`src/rtl/io_port_endpoint.sv`:
```
// ---------------------------------------------------------------------------
// io_port_endpoint
//
// Bridges a core-side register-style port to a pair of external streams
// through two show-ahead FIFOs:
//   inbound  : external stream (in_*)  -> core read side  (io_read_*, io_rden)
//   outbound : core write side (io_write_*, io_wren) -> external stream (out_*)
//
// Ports
//   clock, reset_n       single rising-edge clock, synchronous active-low reset
//   io_read_EF           inbound word available to the core
//   io_read_data         inbound head word (show-ahead)
//   io_rden              core pops the inbound head
//   io_write_EF          outbound space available to the core
//   io_write_data        core write word
//   io_wren              core pushes io_write_data
//   in_data/valid/ready  external inbound stream
//   out_data/valid/ready external outbound stream
//   in_count, out_count  FIFO occupancies, 0..DEPTH
//   underflow            sticky: io_rden seen while inbound FIFO empty
//   overflow             sticky: io_wren seen while outbound FIFO full
//
// Handshake: a stream word moves on a rising edge where valid and ready are
// both 1 in the cycle before that edge; ready/valid driven by this block
// depend only on registered occupancy, never on the partner's valid/ready.
// The core side uses the EF flags the same way: io_rden/io_wren are acted
// on only when the matching EF flag is 1, otherwise they are ignored and
// raise the sticky error flag.
// ---------------------------------------------------------------------------
module io_port_endpoint #(
    parameter int WORD_WIDTH = 36,
    parameter int DEPTH      = 4,
    parameter int ADDR_WIDTH = 2
) (
    input  logic                  clock,
    input  logic                  reset_n,
    output logic                  io_read_EF,
    output logic [WORD_WIDTH-1:0] io_read_data,
    input  logic                  io_rden,
    output logic                  io_write_EF,
    input  logic [WORD_WIDTH-1:0] io_write_data,
    input  logic                  io_wren,
    input  logic [WORD_WIDTH-1:0] in_data,
    input  logic                  in_valid,
    output logic                  in_ready,
    output logic [WORD_WIDTH-1:0] out_data,
    output logic                  out_valid,
    input  logic                  out_ready,
    output logic [ADDR_WIDTH:0]   in_count,
    output logic [ADDR_WIDTH:0]   out_count,
    output logic                  underflow,
    output logic                  overflow
);

    localparam logic [ADDR_WIDTH:0]   FULL_COUNT = (ADDR_WIDTH+1)'(DEPTH);
    localparam logic [ADDR_WIDTH:0]   ZERO_COUNT = '0;
    localparam logic [ADDR_WIDTH-1:0] PTR_ONE    = (ADDR_WIDTH)'(1);

    // Storage is not reset; only pointers, counts and flags are.
    logic [WORD_WIDTH-1:0] in_mem_q  [DEPTH];
    logic [WORD_WIDTH-1:0] out_mem_q [DEPTH];

    logic [ADDR_WIDTH-1:0] in_wr_ptr_q,  in_wr_ptr_d;
    logic [ADDR_WIDTH-1:0] in_rd_ptr_q,  in_rd_ptr_d;
    logic [ADDR_WIDTH:0]   in_count_q,   in_count_d;
    logic [ADDR_WIDTH-1:0] out_wr_ptr_q, out_wr_ptr_d;
    logic [ADDR_WIDTH-1:0] out_rd_ptr_q, out_rd_ptr_d;
    logic [ADDR_WIDTH:0]   out_count_q,  out_count_d;
    logic                  underflow_q,  underflow_d;
    logic                  overflow_q,   overflow_d;

    logic in_push, in_pop, out_push, out_pop;
    logic in_not_full, in_not_empty, out_not_full, out_not_empty;

    // Eligibility comes from pre-edge occupancy only, so a full FIFO rejects
    // a push even if a pop happens on the same edge.
    assign in_not_full   = (in_count_q  != FULL_COUNT);
    assign in_not_empty  = (in_count_q  != ZERO_COUNT);
    assign out_not_full  = (out_count_q != FULL_COUNT);
    assign out_not_empty = (out_count_q != ZERO_COUNT);

    // Flags are held low while reset_n is low so nothing handshakes on a
    // reset edge; the event terms below are gated the same way.
    assign in_ready    = reset_n && in_not_full;
    assign io_read_EF  = reset_n && in_not_empty;
    assign io_write_EF = reset_n && out_not_full;
    assign out_valid   = reset_n && out_not_empty;

    assign in_push  = in_valid && in_ready;
    assign in_pop   = io_rden  && io_read_EF;
    assign out_push = io_wren  && io_write_EF;
    assign out_pop  = out_valid && out_ready;

    assign io_read_data = in_mem_q[in_rd_ptr_q];
    assign out_data     = out_mem_q[out_rd_ptr_q];
    assign in_count     = in_count_q;
    assign out_count    = out_count_q;
    assign underflow    = underflow_q;
    assign overflow     = overflow_q;

    always_comb begin
        in_wr_ptr_d  = in_wr_ptr_q;
        in_rd_ptr_d  = in_rd_ptr_q;
        in_count_d   = in_count_q;
        out_wr_ptr_d = out_wr_ptr_q;
        out_rd_ptr_d = out_rd_ptr_q;
        out_count_d  = out_count_q;
        underflow_d  = underflow_q;
        overflow_d   = overflow_q;

        if (in_push) in_wr_ptr_d = in_wr_ptr_q + PTR_ONE;
        if (in_pop)  in_rd_ptr_d = in_rd_ptr_q + PTR_ONE;
        case ({in_push, in_pop})
            2'b10:   in_count_d = in_count_q + 1'b1;
            2'b01:   in_count_d = in_count_q - 1'b1;
            default: in_count_d = in_count_q;
        endcase

        if (out_push) out_wr_ptr_d = out_wr_ptr_q + PTR_ONE;
        if (out_pop)  out_rd_ptr_d = out_rd_ptr_q + PTR_ONE;
        case ({out_push, out_pop})
            2'b10:   out_count_d = out_count_q + 1'b1;
            2'b01:   out_count_d = out_count_q - 1'b1;
            default: out_count_d = out_count_q;
        endcase

        if (io_rden && !in_not_empty) underflow_d = 1'b1;
        if (io_wren && !out_not_full) overflow_d  = 1'b1;
    end

    always_ff @(posedge clock) begin
        if (!reset_n) begin
            in_wr_ptr_q  <= '0;
            in_rd_ptr_q  <= '0;
            in_count_q   <= '0;
            out_wr_ptr_q <= '0;
            out_rd_ptr_q <= '0;
            out_count_q  <= '0;
            underflow_q  <= 1'b0;
            overflow_q   <= 1'b0;
        end else begin
            in_wr_ptr_q  <= in_wr_ptr_d;
            in_rd_ptr_q  <= in_rd_ptr_d;
            in_count_q   <= in_count_d;
            out_wr_ptr_q <= out_wr_ptr_d;
            out_rd_ptr_q <= out_rd_ptr_d;
            out_count_q  <= out_count_d;
            underflow_q  <= underflow_d;
            overflow_q   <= overflow_d;
        end
    end

    always_ff @(posedge clock) begin
        if (in_push)  in_mem_q[in_wr_ptr_q]   <= in_data;
        if (out_push) out_mem_q[out_wr_ptr_q] <= io_write_data;
    end

endmodule

```
`config.mk`:
```
export PLATFORM = sky130hd
export DESIGN_NAME = io_port_endpoint
export DESIGN_NICKNAME = d
export VERILOG_FILES = /design/src/rtl/io_port_endpoint.sv
export SDC_FILE = /design/constraint.sdc
export NUM_CORES = 1
export LEC_CHECK = 0
export BUFFER_PORTS_ARGS = -buffer_cell sky130_fd_sc_hd__buf_2
export CORE_UTILIZATION = 40
export CTS_BUF_LIST = sky130_fd_sc_hd__clkbuf_8
export DETAILED_ROUTE_END_ITERATION = 6
export GPL_TIMING_DRIVEN = 0
export PLACE_DENSITY = 0.57
export SYNTH_ARGS = -nofsm -noshare
export SYNTH_HDL_FRONTEND = slang
export SYNTH_SLANG_ARGS = --single-unit
```
`constraint.sdc`:
```
create_clock -name clock -period 2.99 [get_ports clock]
set_clock_uncertainty 0.2 [all_clocks]
set_input_delay 0.299 -clock clock [delete_from_list [all_inputs] [get_ports clock]]
set_output_delay 0.299 -clock clock [all_outputs]
set_load 0.01 [all_outputs]
```
==> out/qor.csv <==
metric,value,unit
outcome,completed,
NumNets Final,878,
Final Hold Vio Count,0,
Sink Count,308,
Final setup viols,0,
pre-CTS WS,-201,ps
Worst-path clk slew,60,ps
Required @ worst endpoint,3260,ps
CTS buffer count,49,
hold crit path type,reg2reg,
slowest stage cell on the critical path,dfxtp_1,
Area contributors post-synth,"edfxtp_1 76%, mux4_2 14%, dfxtp_1 3.5%",
crit path kind,reg2reg,
Worst Slack Setup Final,150,ps
chip height,171,um
fillers,2237,
die area,29100,sq um
synthesized area,11400,sq um
max-slew violation count,0,
CP bufs+invs,3,
drt drc,0,
number of global-route vias before repair,6107,
max_cap viols,0,
Worst Path Max Fanout,8,
Max H-tree Level,2,
gr usage total,0.152,
mean routed wirelength per cell,18.1,um
CTS Buffer Depth,3,
DR iter-0 viols,256,
CP endpoint kind,flip-flop,
CP max stage delay,440,ps
Crit path arrival time,3110,ps
share of the synthesized area in the top cell type,0.760,
clk_lat worst skew,540,ps
Boundary Pins,162,
fin crit period,2840,ps
largest net degree at the start of global routing,37,
core area,27900,sq um
Post-CTS Resized,0,
"commonest non-fill, non-tap cell in the layout",edfxtp_1,
Reg area,9050,sq um
crit share post-route,0.950,
fraction of layout cells with a size suffix above 1,0.395,
Leak,0.00508,uW
"Seq/Total Area, Yosys",0.795,
Top delay family on crit path,simple AND/OR/NAND/NOR gates,
total wire length,21900,um
pwr/cell area,665,nW/um^2
total grt overflow,0,
Via density,4.77,
"commonest non-fill, non-tap cells in the layout","288 x edfxtp_1, 162 x buf_2, 79 x dlygate4sd3_1",
routed vias,5752,
synthesized area per cell,23.1,sq um
Initial Utilization,0.409,
Post-Syn Instances,492,
Synth area leader,edfxtp_1,
Slew headroom,0.334,
RSZ-0062 raised after global routing,no,
CTS tree,yes,
Antenna Cells,0,
I/O Buffers,160,
footprint of the multi-input gates,2180,sq um
ANT nets after route,0,
VDD IR-drop max,0.000294,V
Crit path top cell by count,inv_1,
max frequency,352,MHz
overall power,9700,uW
Root Driver,clkbuf_8,
post-synth net total,582,
count of cell types in the netlist,29,
row count,61,
crit path cell chain,or3b_1 > and3_1 > buf_6 > inv_1 > ha_1 > inv_1 > fa_1 > xor2_1 > or3_2 > a21oi_1,
placer congestion estimate,0.696,
"FF+latch count, synth",308,
chip width,171,um
Slew @ Worst Pin,1000,ps
Area growth syn-to-layout,28.3,%
Worst setup SP type,flip-flop,
initial antenna violation count,0,
Pre-antenna DRT Iters,4,
dpl hpwl,13700,um
yosys warns,0,
global-route wire length before repair,33400,um
final cells by class:
class | count | area share
buffer | 19 | 0.00728
sequential | 308 | 0.620
clock buffer | 51 | 0.0481
multi-input combinational | 150 | 0.149
clock inverter | 40 | 0.0222
inverter | 15 | 0.00386
tap | 378 | 0.0324
timing repair buffer | 245 | 0.117
power breakdown:
part,internal [uW],switching [uW],leakage (uW),total [uW]
Clock,2110,1580,0.000576,3690
Combinational,531,531,0.00172,1060
Sequential,4890,56.5,0.00278,4950
Total,7530,2170,0.00508,9700
synthesized netlist by cell type:
cell type  instances
nand2_1            6
nor3_1             2
clkbuf_1           2
ha_1              10
buf_4              6
clkbuf_2           2
a41oi_1            1
or3_2              1
edfxtp_1         288
and2_1             6
o311ai_0           1
o21ai_0            3
clkinv_1           1
or3b_1             1
o31ai_1            2
and2_2             3
and3_1             1
nor2_1            18
buf_6              1
xor2_1             7
buf_1              6
fa_1               2
dfxtp_1           20
or3_1              2
a21oi_1            8
mux2i_1            4
inv_1             14
buf_2              2
mux4_2            72
cell families after synthesis:
logic type | share of synthesized area
buffers and inverters | 0.0143
AND/OR/NAND/NOR | 0.0171
multiplexers | 0.146
adder cells (fa/ha/maj) | 0.0145
AO/OA/AOI/OAI | 0.00769
flip-flops | 0.795
XOR/XNOR | 0.00539
state kept, by name, indices dropped and copies added, names as in the netlist, named ones only:
name,cells
in_rd_ptr_q,2
out_count,3
out_rd_ptr_q,2
out_mem_q,144
in_mem_q,144
in_wr_ptr_q,2
in_count,3
overflow,1
out_wr_ptr_q,2
underflow,1
final timing paths:
kind	startpoint	end	slack [ps]	cells after the start
max	out_count[2]	out_count[2]	150	10
min	underflow	underflow	290	2
min reg2reg	underflow	underflow	290	2
max reg2reg	out_count[2]	out_count[2]	150	10
tightest hold or removal path, stage by stage, from the launching register on:
cell and delay, ps:
dfxtp_1 330, a21oi_1 40, nor2_1 80
repair_timing:
action | 4_1_cts | 5_1_grt
setup buffers | 0 | 0
hold endpoints to repair | 302 | 0
hold buffers | 79 | 0
through the flow:
stage	util	hold slack [ps]	TNS (ps)	instance area (sq um)	std cells
finish	0.524	285	0	14600	1206
global route	0.524	286	0	14600	1206
CTS	0.524	252	0	14600	1206
detailed placement	0.459	259	-272	12800	1036
global placement	0.454	253	-62440	12700	1030
floorplan	-	198	0	11400	492
routing by layer:
metal	wire, um	up-vias	global-route usage	part of all wire
met1	9130	2947	0.193	0.42
met2	11300	128	0.258	0.52
li1	-	2630	-	-
met4	501	0	0.0521	0.023
met3	944	47	0.0317	0.043
met5	0	-	0	0
(Power assumes the default switching activity.)
